$ cat src/rtl/uart_fifo_bridge_pkg.sv
// rtl/uart_fifo_bridge_pkg.sv - shared constants and FSM encodings for the UART FIFO bridge
package uart_fifo_bridge_pkg;

  localparam int FIFO_DEPTH_LOG2 = 3;
  localparam int FIFO_DEPTH      = 1 << FIFO_DEPTH_LOG2;

  typedef enum logic [1:0] {
    TX_IDLE      = 2'd0,
    TX_LAUNCH    = 2'd1,
    TX_WAIT_BUSY = 2'd2,
    TX_WAIT_DONE = 2'd3
  } tx_state_e;

  typedef enum logic {
    RX_IDLE = 1'b0,
    RX_ACK  = 1'b1
  } rx_state_e;

endpackage

$ cat src/rtl/uart_fifo_bridge_if.sv
// rtl/uart_fifo_bridge_if.sv - CPU register side and UART core side signals of the bridge
interface uart_fifo_bridge_if
  import uart_fifo_bridge_pkg::*;
#(
  parameter int DEPTH_LOG2 = FIFO_DEPTH_LOG2
);

  logic [7:0]          tx_wdata;
  logic                tx_we;
  logic                tx_full;
  logic [DEPTH_LOG2:0] tx_count;
  logic [7:0]          rx_rdata;
  logic                rx_re;
  logic                rx_empty;
  logic [DEPTH_LOG2:0] rx_count;
  logic                rx_overrun;
  logic                ovr_clr;
  logic [7:0]          u_din;
  logic                u_start;
  logic                u_busy;
  logic [7:0]          u_dout;
  logic                u_has_byte;
  logic                u_clr_hb;

  modport slave (
    input  tx_wdata, tx_we, rx_re, ovr_clr, u_busy, u_dout, u_has_byte,
    output tx_full, tx_count, rx_rdata, rx_empty, rx_count, rx_overrun,
    output u_din, u_start, u_clr_hb
  );

  modport master (
    output tx_wdata, tx_we, rx_re, ovr_clr, u_busy, u_dout, u_has_byte,
    input  tx_full, tx_count, rx_rdata, rx_empty, rx_count, rx_overrun,
    input  u_din, u_start, u_clr_hb
  );

endinterface

$ cat src/rtl/uart_fifo_bridge_byte_fifo.sv
// rtl/uart_fifo_bridge_byte_fifo.sv - show-ahead circular byte FIFO with occupancy counter
module byte_fifo #(
  parameter int DEPTH_LOG2 = 3
) (
  input  logic                clk,
  input  logic                rst,
  input  logic [7:0]          wdata,
  input  logic                we,
  output logic [7:0]          rdata,
  input  logic                re,
  output logic                full,
  output logic                empty,
  output logic [DEPTH_LOG2:0] count
);

  localparam int                  DEPTH     = 1 << DEPTH_LOG2;
  localparam logic [DEPTH_LOG2:0] DEPTH_CNT = (DEPTH_LOG2 + 1)'(DEPTH);

  logic [7:0]            mem [DEPTH];
  logic [DEPTH_LOG2-1:0] wr_ptr;
  logic [DEPTH_LOG2-1:0] rd_ptr;
  logic [DEPTH_LOG2:0]   cnt;
  logic                  do_push;
  logic                  do_pop;

  assign full    = (cnt == DEPTH_CNT);
  assign empty   = (cnt == '0);
  assign do_push = we && !full;
  assign do_pop  = re && !empty;
  assign count   = cnt;
  // Head reads as zero when empty so stale storage never leaks out.
  assign rdata   = empty ? 8'h00 : mem[rd_ptr];

  always_ff @(posedge clk) begin
    if (rst) begin
      wr_ptr <= '0;
      rd_ptr <= '0;
      cnt    <= '0;
    end else begin
      if (do_push) wr_ptr <= wr_ptr + DEPTH_LOG2'(1);
      if (do_pop)  rd_ptr <= rd_ptr + DEPTH_LOG2'(1);
      case ({do_push, do_pop})
        2'b10:   cnt <= cnt + (DEPTH_LOG2 + 1)'(1);
        2'b01:   cnt <= cnt - (DEPTH_LOG2 + 1)'(1);
        default: cnt <= cnt;
      endcase
    end
  end

  always_ff @(posedge clk) begin
    if (do_push) mem[wr_ptr] <= wdata;
  end

endmodule

$ cat src/rtl/uart_fifo_bridge.sv
// rtl/uart_fifo_bridge.sv - TX/RX byte FIFOs with launch and acknowledge FSMs toward a UART core
module uart_fifo_bridge
  import uart_fifo_bridge_pkg::*;
#(
  parameter int DEPTH_LOG2 = FIFO_DEPTH_LOG2
) (
  input logic               clk,
  input logic               rst,
  uart_fifo_bridge_if.slave bus
);

  logic [7:0]          tx_head;
  logic                tx_empty;
  logic                tx_full;
  logic                tx_pop;
  logic [DEPTH_LOG2:0] tx_count;

  logic [7:0]          rx_head;
  logic                rx_empty;
  logic                rx_full;
  logic                rx_push;
  logic                rx_drop;
  logic                rx_capture;
  logic [DEPTH_LOG2:0] rx_count;

  tx_state_e  tx_state;
  tx_state_e  tx_next;
  logic [7:0] din_q;
  logic       start_q;

  rx_state_e rx_state;
  rx_state_e rx_next;
  logic      clr_q;
  logic      ovr_q;

  byte_fifo #(.DEPTH_LOG2(DEPTH_LOG2)) u_tx_fifo (
    .clk   (clk),
    .rst   (rst),
    .wdata (bus.tx_wdata),
    .we    (bus.tx_we),
    .rdata (tx_head),
    .re    (tx_pop),
    .full  (tx_full),
    .empty (tx_empty),
    .count (tx_count)
  );

  byte_fifo #(.DEPTH_LOG2(DEPTH_LOG2)) u_rx_fifo (
    .clk   (clk),
    .rst   (rst),
    .wdata (bus.u_dout),
    .we    (rx_push),
    .rdata (rx_head),
    .re    (bus.rx_re),
    .full  (rx_full),
    .empty (rx_empty),
    .count (rx_count)
  );

  always_ff @(posedge clk) begin
    if (rst) begin
      tx_state <= TX_IDLE;
      din_q    <= 8'h00;
      start_q  <= 1'b0;
    end else begin
      tx_state <= tx_next;
      start_q  <= tx_pop;
      if (tx_pop) din_q <= tx_head;
    end
  end

  // Waiting for busy to rise before waiting for it to fall guarantees one start per frame.
  always_comb begin
    tx_next = tx_state;
    tx_pop  = 1'b0;
    case (tx_state)
      TX_IDLE: begin
        if (!tx_empty && !bus.u_busy) begin
          tx_pop  = 1'b1;
          tx_next = TX_LAUNCH;
        end
      end
      TX_LAUNCH:    tx_next = TX_WAIT_BUSY;
      TX_WAIT_BUSY: if (bus.u_busy) tx_next = TX_WAIT_DONE;
      TX_WAIT_DONE: if (!bus.u_busy) tx_next = TX_IDLE;
      default:      tx_next = TX_IDLE;
    endcase
  end

  always_ff @(posedge clk) begin
    if (rst) begin
      rx_state <= RX_IDLE;
      clr_q    <= 1'b0;
      ovr_q    <= 1'b0;
    end else begin
      rx_state <= rx_next;
      clr_q    <= rx_capture;
      if (rx_drop)          ovr_q <= 1'b1;
      else if (bus.ovr_clr) ovr_q <= 1'b0;
    end
  end

  // RX_ACK ignores has_byte for one cycle: the UART still shows the byte just taken.
  always_comb begin
    rx_next    = rx_state;
    rx_capture = 1'b0;
    case (rx_state)
      RX_IDLE: begin
        if (bus.u_has_byte) begin
          rx_capture = 1'b1;
          rx_next    = RX_ACK;
        end
      end
      RX_ACK:  rx_next = RX_IDLE;
      default: rx_next = RX_IDLE;
    endcase
  end

  assign rx_push = rx_capture && !rx_full;
  assign rx_drop = rx_capture && rx_full;

  assign bus.tx_full    = tx_full;
  assign bus.tx_count   = tx_count;
  assign bus.rx_rdata   = rx_head;
  assign bus.rx_empty   = rx_empty;
  assign bus.rx_count   = rx_count;
  assign bus.rx_overrun = ovr_q;
  assign bus.u_din      = din_q;
  assign bus.u_start    = start_q;
  assign bus.u_clr_hb   = clr_q;

endmodule

$ cat src/flat_wrapper.sv
// flat-port wrapper written by rule: the top's interface ports become plain ports
module uart_fifo_bridge_flat import uart_fifo_bridge_pkg::*;
#(
  parameter int DEPTH_LOG2 = FIFO_DEPTH_LOG2
)
  (clk, rst, bus_tx_wdata, bus_tx_we, bus_rx_re, bus_ovr_clr, bus_u_busy, bus_u_dout, bus_u_has_byte, bus_tx_full, bus_tx_count, bus_rx_rdata, bus_rx_empty, bus_rx_count, bus_rx_overrun, bus_u_din, bus_u_start, bus_u_clr_hb);
  uart_fifo_bridge_if #(.DEPTH_LOG2(DEPTH_LOG2)) bus_i ();
  input logic clk;
  input logic rst;
  input wire logic [$bits(bus_i.tx_wdata)-1:0] bus_tx_wdata;
  input wire logic [$bits(bus_i.tx_we)-1:0] bus_tx_we;
  input wire logic [$bits(bus_i.rx_re)-1:0] bus_rx_re;
  input wire logic [$bits(bus_i.ovr_clr)-1:0] bus_ovr_clr;
  input wire logic [$bits(bus_i.u_busy)-1:0] bus_u_busy;
  input wire logic [$bits(bus_i.u_dout)-1:0] bus_u_dout;
  input wire logic [$bits(bus_i.u_has_byte)-1:0] bus_u_has_byte;
  output wire logic [$bits(bus_i.tx_full)-1:0] bus_tx_full;
  output wire logic [$bits(bus_i.tx_count)-1:0] bus_tx_count;
  output wire logic [$bits(bus_i.rx_rdata)-1:0] bus_rx_rdata;
  output wire logic [$bits(bus_i.rx_empty)-1:0] bus_rx_empty;
  output wire logic [$bits(bus_i.rx_count)-1:0] bus_rx_count;
  output wire logic [$bits(bus_i.rx_overrun)-1:0] bus_rx_overrun;
  output wire logic [$bits(bus_i.u_din)-1:0] bus_u_din;
  output wire logic [$bits(bus_i.u_start)-1:0] bus_u_start;
  output wire logic [$bits(bus_i.u_clr_hb)-1:0] bus_u_clr_hb;
  assign bus_i.tx_wdata = bus_tx_wdata;
  assign bus_i.tx_we = bus_tx_we;
  assign bus_i.rx_re = bus_rx_re;
  assign bus_i.ovr_clr = bus_ovr_clr;
  assign bus_i.u_busy = bus_u_busy;
  assign bus_i.u_dout = bus_u_dout;
  assign bus_i.u_has_byte = bus_u_has_byte;
  assign bus_tx_full = bus_i.tx_full;
  assign bus_tx_count = bus_i.tx_count;
  assign bus_rx_rdata = bus_i.rx_rdata;
  assign bus_rx_empty = bus_i.rx_empty;
  assign bus_rx_count = bus_i.rx_count;
  assign bus_rx_overrun = bus_i.rx_overrun;
  assign bus_u_din = bus_i.u_din;
  assign bus_u_start = bus_i.u_start;
  assign bus_u_clr_hb = bus_i.u_clr_hb;
  uart_fifo_bridge #(.DEPTH_LOG2(DEPTH_LOG2)) u_core (.clk(clk), .rst(rst), .bus(bus_i));
endmodule
$ cat config.mk
export PLATFORM = sky130hd
export DESIGN_NAME = uart_fifo_bridge_flat
export DESIGN_NICKNAME = d
export VERILOG_FILES = /design/src/rtl/uart_fifo_bridge_pkg.sv /design/src/rtl/uart_fifo_bridge_if.sv /design/src/rtl/uart_fifo_bridge_byte_fifo.sv /design/src/rtl/uart_fifo_bridge.sv /design/src/flat_wrapper.sv
export SDC_FILE = /design/constraint.sdc
export NUM_CORES = 1
export LEC_CHECK = 0
export ABC_AREA = 1
export CAP_MARGIN = 20
export CORE_MARGIN = 4
export CORE_UTILIZATION = 40
export DETAILED_ROUTE_END_ITERATION = 7
export PLACE_DENSITY_LB_ADDON = 0.12
export SETUP_SLACK_MARGIN = 0.3
export SLEW_MARGIN = 25
export SYNTH_ARGS = -nofsm -noshare
export SYNTH_HDL_FRONTEND = slang
export SYNTH_SLANG_ARGS = --single-unit
$ cat constraint.sdc
create_clock -name clk -period 2.5 [get_ports clk]
set_input_delay 0.75 -clock clk [delete_from_list [all_inputs] [get_ports clk]]
set_output_delay 0.75 -clock clk [all_outputs]
set_load 0.05 [all_outputs]
==> results.md, run 1 <==
- GRT Overall Usage: 15.8%
- CP Capture Type: output pin
- Status: finished clean
- Vias in the first global route: 4918
- Final setup viols: 0
- Synth Flop Type: edfxtp_1
- Worst slack at placement: -194 ps
- Clock root buffer: clkbuf_16
- Share of layout cells above drive strength 1: 20.6%
- Post-route setup slack: 34.1 ps
- Non-Filler Instances: 1017
- Seq/Total Area, Yosys: 64.4%
- CTS Buffer Depth: 2
- Synth warn: 0
- Worst Path Max Fanout: 14
- Synthesized area: 7080 µm²
- Most common cell on crit path: o21ai_1
- GR Overflow Total: 0
- Vias: 4872
- Crit-path cells: inv_4 -> buf_12 -> o21ai_2 -> o21ai_1 -> o21ai_1 -> buf_4 -> nor2_4 -> buf_8
- Clock slew at reported path FFs: 60 ps
- VDD IR max: 834 µV
- Antenna Violating Nets Remaining: 0
- Routability cong.: 0.819
- CTS Buf Count: 17
- Max-cap violation count: 0
- Top Ports: 52
- Synth Area per Inst: 10.3 µm²
- Critical Path Max Stage Delay: 410 ps
- CTS sink count: 164
- Max Slew Vio Count: 0
- CORE AREA: 17300 µm²
- FP Rows: 48
- Initial antenna violation count: 0
- Worst Path Arrival: 1720 ps
- Clk_lat worst skew: 420 ps
- Fillcell total: 1538
- Chip Width: 141 µm
- Gr busiest metal: met2
- PwrDens: 1140 nW/µm²
- FFs w/ async S/R, synth: 0%
- Remaining DRCs: 0
- Max Clk Rate: 406 MHz
- Met1 Resource Use GR: 18.7%
- Crit Path Class: reg -> out
- Met2 Use GR: 27.5%
- H-tree levels: 4
- Port Buf Inserts: 51
- Final hold vios: 0
- Tcrit/Tclk final: 98.6%
- Post-synth EDFFs: 128
- Worst clock skew: 9.77 ps
- GR met3 Demand/Resource: 3.66%
- Number of synthesized register bits: 164
- First-pass GRT wire length: 24700 µm
- Final nets: 818
- CP max stage cell: dfxtp_4
- Synth Instances: 689
- HPWL after DPL: 10100 µm
- Post-Syn Nets: 728
- Startpoint types: flip-flop
- 1st-iter DRT viols: 246
- Worst min-delay path class: reg -> reg
- DRT Pass-1 Iters: 4
- Die Area: 19900 µm²
- RSZ-0062 raised after global routing: yes
- Routed WL per cell: 15.0 µm
- Slew margin rel.: 58.9%
- Starting Density: 41.0%
- Worst Path Required: 1750 ps
- Ant diodes: 0
- Synth unique cells: 32
- Area grow syn2layout: 26.8%
- Drt total wl: 15200 µm
- Leakage: 3.64 nW
- Min Tclk post-route: 2470 ps
- Actual slew at the worst max-slew pin: 616 ps
- TritonCTS clock tree: yes
- Setup TNS Final: 0 ps
- Drt via density: 4.79
- Die H: 141 µm
- Largest net degree at the start of global routing: 35
- Placed Cells: 976
==> area by class of cell <==
type / count / area (µm²) / share of cell area, %
sequential: 164 / 4580 / 51.0
multi-input combinational: 410 / 2230 / 24.8
inverter: 89 / 344 / 3.83
tap: 225 / 282 / 3.14
clock inverter: 7 / 37.5 / 0.418
timing repair buffer: 97 / 952 / 10.6
clock buffer: 25 / 552 / 6.15
==> worst max-delay path: cells and delay by family (launching register included) <==
family / cells / cell delay, ps
AOI/OAI and AO/OA: 3 / 350
buffers and inverters: 4 / 510
DFF: 1 / 410
and+or+nand+nor: 1 / 30
==> cells by family after synthesis <==
group	share of synthesized area (%)
and+or+nand+nor	17.6
DFF	64.4
buffers and inverters	6.98
AOI/OAI and AO/OA	7.56
adders and majority gates	3.04
xor gates and xnor gates	0.371
==> cell usage after synthesis (2+ instances only) <==
master    count  area, µm²
a21oi_1      17       85.1
inv_2         2       7.51
xnor2_1       3       26.3
buf_2        15       75.1
nand2_1     131        492
nand2_2       2       12.5
nor2_1       95        357
nand3_2      11        110
or2_2         2       12.5
clkinv_2      2       10.0
ha_1         14        175
fa_1          2       40.0
clkbuf_1      3       11.3
o21ai_0      37        185
inv_1        83        312
buf_4         5       37.5
a21oi_2       9       78.8
dfxtp_1      36        721
o21ai_1      34        170
edfxtp_1    128       3840
nand3_1      47        235
==> state kept, by name (all words and copies together) (netlist names), named ones only <==
register / flops
u_core.u_tx_fifo.count: 4
u_core.u_rx_fifo.rd_ptr: 3
u_core.bus.u_clr_hb: 1
u_core.u_tx_fifo.mem: 64
u_core.u_tx_fifo.rd_ptr: 3
u_core.bus.u_din: 8
u_core.bus.u_start: 1
u_core.bus.rx_overrun: 1
u_core.u_rx_fifo.count: 4
u_core.tx_state: 2
u_core.u_rx_fifo.wr_ptr: 3
u_core.u_tx_fifo.wr_ptr: 3
u_core.u_rx_fifo.mem: 64
==> path summary, 6_finish.rpt <==
check	startpoint	to	slack (ps)	cells after the start
worst max-delay path	flip-flop	bus_rx_rdata[0]	30	8
worst min-delay path	u_core.bus.u_din[7]	u_core.bus.u_din[7]	480	2
worst max register to register	u_core.u_rx_fifo.count[1]	u_core.u_rx_fifo.count[3]	440	13
worst min register to register	u_core.bus.u_din[7]	u_core.bus.u_din[7]	480	2
==> where the power goes <==
group / total, mW / switching, mW / internal, mW
Sequential: 3.39 / 0.181 / 3.21
Clock: 2.53 / 1.00 / 1.53
Combinational: 4.35 / 2.70 / 1.65
==> layout by cell type (no fill, tap or decap), drive strengths merged, types with 20 or more instances in the layout <==
master,netlist,final
a21oi,26,26
buf,22,54
clkbuf,4,27
clkdlybuf4s50,0,20
dfxtp,36,36
edfxtp,128,128
inv,86,88
nand2,133,133
nand3,58,58
nor2,96,96
o21ai,72,72
==> stage by stage <==
stage	hold slack (ps)	area (µm²)	utilization (%)	total power [mW]
2_1_floorplan	463	7180	-	6.11
3_3_place_gp	471	8120	46.9	7.21
3_5_place_dp	477	8120	46.9	7.29
4_1_cts	486	8730	50.4	9.86
5_1_grt	510	8980	51.9	10.9
6_report	480	8980	51.9	10.3
==> timing repair <==
| action | 4_1_cts | 5_1_grt |
|---|---|---|
| resized for setup | 33 | 44 |
| hold buffers | 0 | 0 |
| pin swaps | 2 | 13 |
| setup endpoints to repair | 29 | 12 |
| setup buffers | 0 | 7 |
| gates cloned | 0 | 2 |
==> routing by layer <==
metal | wire [µm] | part of all wire, % | up-vias
met1 | 6530 | 43 | 2301
met3 | 606 | 4.0 | 23
met5 | 0 | 0 | -
li1 | - | - | 2459
met4 | 392 | 2.6 | 0
met2 | 7710 | 51 | 89
No activity file was read; power rests on OpenSTA's default activity.
==> run 2, diff against run 1 <==
- SYNTH_HIERARCHICAL: unset -> 1
==> run 2 against run 1 <==
  * Synthesized cell count decreased by 5.7%
  * Global-route usage increased by 0.38 points
  * Via count increased by 0.99%
  * Count of clock-buffer cells in the layout decreased by 6
  * Combinational power decreased by 2%
  * Critical path depth decreased by 1
  * Design area decreased by 0.20%
  * Final cell count decreased by 2.1%
  * Clock skew decreased by 1.4 ps
  * Non-clock buffer count increased by 13
  * Maximum frequency increased by 0.17%
  * Register-to-register slack about the same
==> results.md, run 2 <==
- Die H: 141 µm
- Combinational group share of total power: 41.3%
- Final core utilization: 51.8%
- CTS sink count: 167
- Drt total wl: 15800 µm
- GRT Overall Usage: 16.2%
- Synthesized area: 7050 µm²
- Post-synth EDFFs: 128
- Synth top area cells: edfxtp_1, dfxtp_1, nor2_1
- Area grow syn2layout: 27.1%
- CP max stage cell: dfxtp_4
- Commonest cells in the synthesized netlist: nor2_1, edfxtp_1, nand2_1, o21ai_1, inv_1
- Ant diodes: 0
- Clock share of power: 24.4%
- Worst Path Max Fanout: 5
- Max Clk Rate: 406 MHz
- Largest net degree at the start of global routing: 33
- Tcrit/Tclk final: 98.5%
- Chip Width: 141 µm
- Main combinational cell family by area after synthesis: simple AND/OR/NAND/NOR gates
- Fin Hold WS: 462 ps
- Synth Area per Inst: 10.8 µm²
- Max Slew Vio Count: 0
- Sw power: 4.04 mW
- Post-route setup slack: 38.2 ps
- CP Capture Type: output pin
- Met2 Routed Length: 7960 µm
- Delay-heaviest family, CP: buffers and inverters
- Post-Syn Nets: 687
- Number of synthesized register bits: 167
- Multi-input gate area in the final layout: 2220 µm²
- Starting Density: 40.8%
- Final hold vios: 0
- RSZ-0062 raised after global routing: yes
- Non-Filler Instances: 996
- Antenna Violating Nets Remaining: 0
- Worst slack at placement: -261 ps
- Simple-Gate Fraction of Synth Area: 16.0%
- Crit-path cells: buf_12 -> clkbuf_16 -> o21ai_2 -> o211ai_1 -> nand2_1 -> nor2_2 -> buf_6
- Worst Path Required: 1750 ps
- Synth unique cells: 31
- GR Overflow Total: 0
- Routability cong.: 0.804
- Remaining DRCs: 0
- Routed WL per cell: 15.9 µm
- Startpoint types: flip-flop
- Critical Path Max Stage Delay: 420 ps
- Placed Cells: 948
- WP buf/inv: 3
- Crit Path Class: reg -> out
- CORE AREA: 17300 µm²
- # hold bufs at CTS: 0
- Clock slew at reported path FFs: 60 ps
- H-tree levels: 4
- Initial antenna violation count: 0
- Actual slew at the worst max-slew pin: 597 ps
- Adder-Cell Fraction of Synth Area: 2.48%
- Register area: 4650 µm²
- Max-cap violation count: 0
- 1st-iter DRT viols: 305
- Synth Flop Type: edfxtp_1
- Min Tclk post-route: 2460 ps
- Most common cell after layout, fill and taps aside: nor2_1
- Worst min-delay path class: reg -> reg
- Setup TNS Final: 0 ps
- CTS Buffer Depth: 2
- FFs w/ async S/R, synth: 0%
- Seq pwr share: 34.3%
- HPWL after DPL: 10300 µm
- Placed Area: 8070 µm²
- PwrDens: 1150 nW/µm²
- Seq/Total Area, Yosys: 65.6%
- CTS Buf Count: 17
- VDD IR max: 665 µV
- Top Ports: 52
- Most frequent cell after synthesis: nor2_1
- Vias in the first global route: 4866
- Clock root buffer: clkbuf_16
- Int Pwr: 6.26 mW
- Status: finished clean
- Sw Share: 39.2%
- Worst Path Arrival: 1710 ps
- Post-Synth XOR/XNOR Area: 0.497%
- Slew margin rel.: 60.1%
- Mux contribution to synthesized area: 0%
- Compound-cell area share of the yosys netlist: 10.8%
- Synth warn: 6
- DRT Pass-1 Iters: 5
- Largest area contributor in the netlist: edfxtp_1
- Met1 wire length: 7020 µm
- Worst clock skew: 8.41 ps
- TritonCTS clock tree: yes
- Drt via density: 4.94
- Synth Instances: 650
- Top cell type's share of synthesized area: 54.5%
- Share of layout cells above drive strength 1: 23.0%
- Port Buf Inserts: 51
- Routed length on met3: 656 µm
- Highest routed layer: met4
- Die Area: 19800 µm²
- Leakage: 3.44 nW
- Design area: 8960 µm²
- Final nets: 795
- Total power: 10.3 mW
- Clk_lat worst skew: 420 ps
- FP Rows: 48
- Most frequent cells in the layout: nor2_1, edfxtp_1, nand2_1, o21ai_1, buf_4
- Fillcell total: 1559
- Final setup viols: 0
- Vias: 4920
- First-pass GRT wire length: 25200 µm
[run 2: cell count changes in the layout (fill, tap and decap cells not counted), sizes merged, moves of 8 or more]
| cell | before | now |
|---|---|---|
| a21oi | 26 | 18 |
| buf | 54 | 68 |
| inv | 88 | 57 |
| nand2 | 133 | 67 |
| nand3 | 58 | 15 |
| nor2 | 96 | 165 |
| o211ai | 0 | 16 |
| o21ai | 72 | 81 |
| o22ai | 0 | 16 |
[run 2: path summary, 6_finish.rpt]
path                             start                         to  slack, ps  cells past startpoint
max                          flip-flop            bus_rx_rdata[4]         40                      7
min              u_core/bus.rx_overrun      u_core/bus.rx_overrun        460                      2
max reg2reg  u_core/u_rx_fifo/count[1]  u_core/u_rx_fifo/count[2]        430                     15
min reg2reg      u_core/bus.rx_overrun      u_core/bus.rx_overrun        460                      2
[run 2: cell type report]
class                   instances  share of cell area (%)
clock buffers                  19                    4.83
flip-flops and latches        167                    51.9
clock inverters                13                    1.49
multi-input cells             411                    24.8
inverters                      51                    2.36
repair buffers                110                    11.5
well taps                     225                    3.14
[run 2: cells by family after synthesis]
logic type | after synthesis
DFF | 167
and+or+nand+nor | 258
adders and majority gates | 14
AOI/OAI and AO/OA | 134
xor gates and xnor gates | 4
buffers and inverters | 73
[run 2: power groups by stage]
| stage | combinational [mW] | clock [mW] | sequential (mW) |
|---|---|---|---|
| floorplan | 2.22 | 0 | 3.94 |
| global placement | 3.71 | 0 | 3.58 |
| detailed placement | 3.74 | 0 | 3.59 |
| CTS | 3.93 | 2.58 | 3.55 |
| global route | 4.59 | 2.72 | 3.57 |
| finish | 4.25 | 2.51 | 3.54 |
[run 2: worst register-to-register path, cell delays in order (launching register included)]
cell and delay (ps):
dfxtp_4 350, nor2_4 210, buf_4 160, nand3_2 100, inv_2 90, nor2_2 40
nand2_2 100, ha_4 160, nand2_1 60, inv_1 80, nor2_2 50, ha_1 190
a21oi_2 120, xnor2_1 80, o21ai_1 130, inv_1 50
[run 2: repair_timing]
action	in CTS	in global routing
endpoints found under the setup margin	31	15
resized for setup	48	34
buffers inserted	3	9
gates cloned	1	3
pin swaps	4	19
[run 2: routing by layer]
layer | vias up | global-route usage [%]
li1 | 2456 | -
met1 | 2342 | 20.2
met2 | 100 | 27.9
met3 | 22 | 3.73
met4 | 0 | 4.84
met5 | - | 0
==> RTL change (flow settings as in run 1) <==
Change the package constant `FIFO_DEPTH_LOG2` from 3 to 2.
--- a/src/rtl/uart_fifo_bridge_pkg.sv
+++ b/src/rtl/uart_fifo_bridge_pkg.sv
@@ -2,5 +2,5 @@
 package uart_fifo_bridge_pkg;
 
-  localparam int FIFO_DEPTH_LOG2 = 3;
+  localparam int FIFO_DEPTH_LOG2 = 2;
   localparam int FIFO_DEPTH      = 1 << FIFO_DEPTH_LOG2;
 
Ports: changed (resized bus_rx_count and bus_tx_count); port bits go from 52 to 50. The function was not compared with the original's and may differ.
==> RTL change against run 1 <==
  * Global-route usage is 1.8 points lower
  * Area after synthesis shrank 45%
  * Sequential share of layout area decreased by 0.69 points
  * Routed wire length shrank 51%
  * Setup slack improved by 0.28 ns
  * Die area shrank 43%
  * Synthesized cell count shrank 46%
  * Sequential cell count down 71
  * Core utilization increased by 1.3 points
  * Clock power shrank 59%
  * Total power shrank 46%
  * Cell area is 44% lower
  * Count of clock-buffer cells in the layout decreased by 16
  * Critical path type unchanged
  * Largest power group unchanged
  * Highest routed layer unchanged
==> RTL change: results <==
metrics = {
    "outcome": {
        "status": "finished clean",
    },
    "sta": {
        "fin_worst_skew_ns": 0.00837,
        "final.hold.worst_slack_ns": 0.500,
    },
    "drt": {
        "drt-initial-drc-count": 103,
        "detailroute.via_count": 2645,
        "route.detailed.wl_per_inst_um": 13.1,
    },
    "critical_path": {
        "critical_path_arrival_ns": 1.44,
        "cp_top_family": "flip-flops",
        "worst-r2r-setup-slack_ns": 0.65,
        "critical_path.max_stage_delay_ns": 0.38,
    },
    "placed_design": {
        "gp_congestion": 0.759,
        "placedCellCount": 557,
        "sum_of_net_half_perimeters_after_detailed_placement_um": 5110,
    },
    "logic_synthesis": {
        "post_synth_num_cell_types": 27,
        "post_synth_xor_area_fraction_pct": 0.447,
        "synth_commonest_cells": "95 x nor2_1, 64 x edfxtp_1, 36 x inv_1, 35 x o21ai_0, 29 x dfxtp_1",
        "number_of_flops_mapped_to_enable_cells_by_yosys": 64,
        "sequential_fraction_of_the_synthesis_area_pct": 63.9,
        "synth-compound-area-share_pct": 10.5,
        "synth.area.top_cells": "edfxtp_1 49%, dfxtp_1 15%, nor2_1 9.1%",
    },
    "clock_tree": {
        "clockRootBuffer": "clkbuf_8",
        "cts_made_buffers": 9,
        "clkLatencyLatePin_ns": 0.35,
        "htree_levels": 3,
    },
    "grt": {
        "grt_usage_pct": 14.0,
        "wire_length_of_the_first_global_routing_pass_um": 12500,
    },
    "layout": {
        "layout.cells.non_filler": 575,
        "design.final.nets": 480,
        "drive_above_1_share_pct": 17.3,
    },
}
[RTL change: cell types whose count changed after synthesis, sizes merged, moves of 3 or more]
| cell | run 1 | this run |
|---|---|---|
| buf | 22 | 10 |
| xnor2 | 3 | 0 |
| nand3 | 58 | 7 |
| o21bai | 0 | 8 |
| nand2 | 133 | 27 |
| o21ai | 72 | 44 |
| dfxtp | 36 | 29 |
| edfxtp | 128 | 64 |
| inv | 86 | 39 |
[RTL change: what timing repair did]
item,in CTS,in global routing
resized for setup,47,14
endpoints found under the setup margin,25,11
gates cloned,1,0
hold buffers,0,0
pin swaps,0,3
setup buffers,1,0
[RTL change: worst paths after layout]
check                              from                        end  depth (start not counted)
min          u_core.u_rx_fifo.rd_ptr[1]                  flip-flop                          2
max                           flip-flop            bus_rx_rdata[4]                          6
max reg2reg          u_core.tx_state[0]  u_core.u_tx_fifo.count[2]                         11
min reg2reg  u_core.u_rx_fifo.rd_ptr[1]                  flip-flop                          2
[RTL change: through the flow]
step                cell area (µm²)  power [µW]  setup slack [ns]
detailed placement             4700        4460           -0.0577
finish                         4980        5550             0.314
global placement               4700        4430            0.0135
CTS                            4960        5600             0.222
floorplan                      4020        3770             0.344
global route                   4980        5930             0.215
[RTL change: kinds of logic after synthesis]
logic type | count (synthesis)
fa+ha+maj | 16
compound gates | 78
simple gates | 131
xor+xnor | 2
buf+inv | 52
flops | 93
[RTL change: metal layers]
layer | global-route usage, % | vias to the layer above | wire (µm)
met4 | 5.11 | 0 | 93
met3 | 2.47 | 8 | 287
li1 | - | 1378 | -
met1 | 17.3 | 1206 | 3350
met5 | 0 | - | 0
met2 | 24.6 | 53 | 3800
[RTL change: report_power, final]
group | switching [µW] | internal [µW] | leakage [µW] | total, µW
Combinational | 1650 | 841 | 0.00110 | 2500
Sequential | 133 | 1880 | 0.000826 | 2010
Clock | 549 | 487 | 0.000108 | 1040
Total | 2340 | 3210 | 0.00203 | 5550
[RTL change: cell type report]
cell class	count	area, µm²
Clock buffer	9	124
Clock inverter	7	87.6
Fill cell	850	4390
Inverter	40	160
Multi-Input combinational cell	227	1290
Sequential cell	93	2510
Tap cell	129	161
Timing Repair Buffer	69	647
Timing Repair inverter	1	8.76
[RTL change: worst min-delay path: cells and delay by family, from the launching register on]
kind | cells | cell delay, ns
AND/OR/NAND/NOR | 1 | 0.06
AO/OA/AOI/OAI | 1 | 0.07
flip-flops | 1 | 0.32
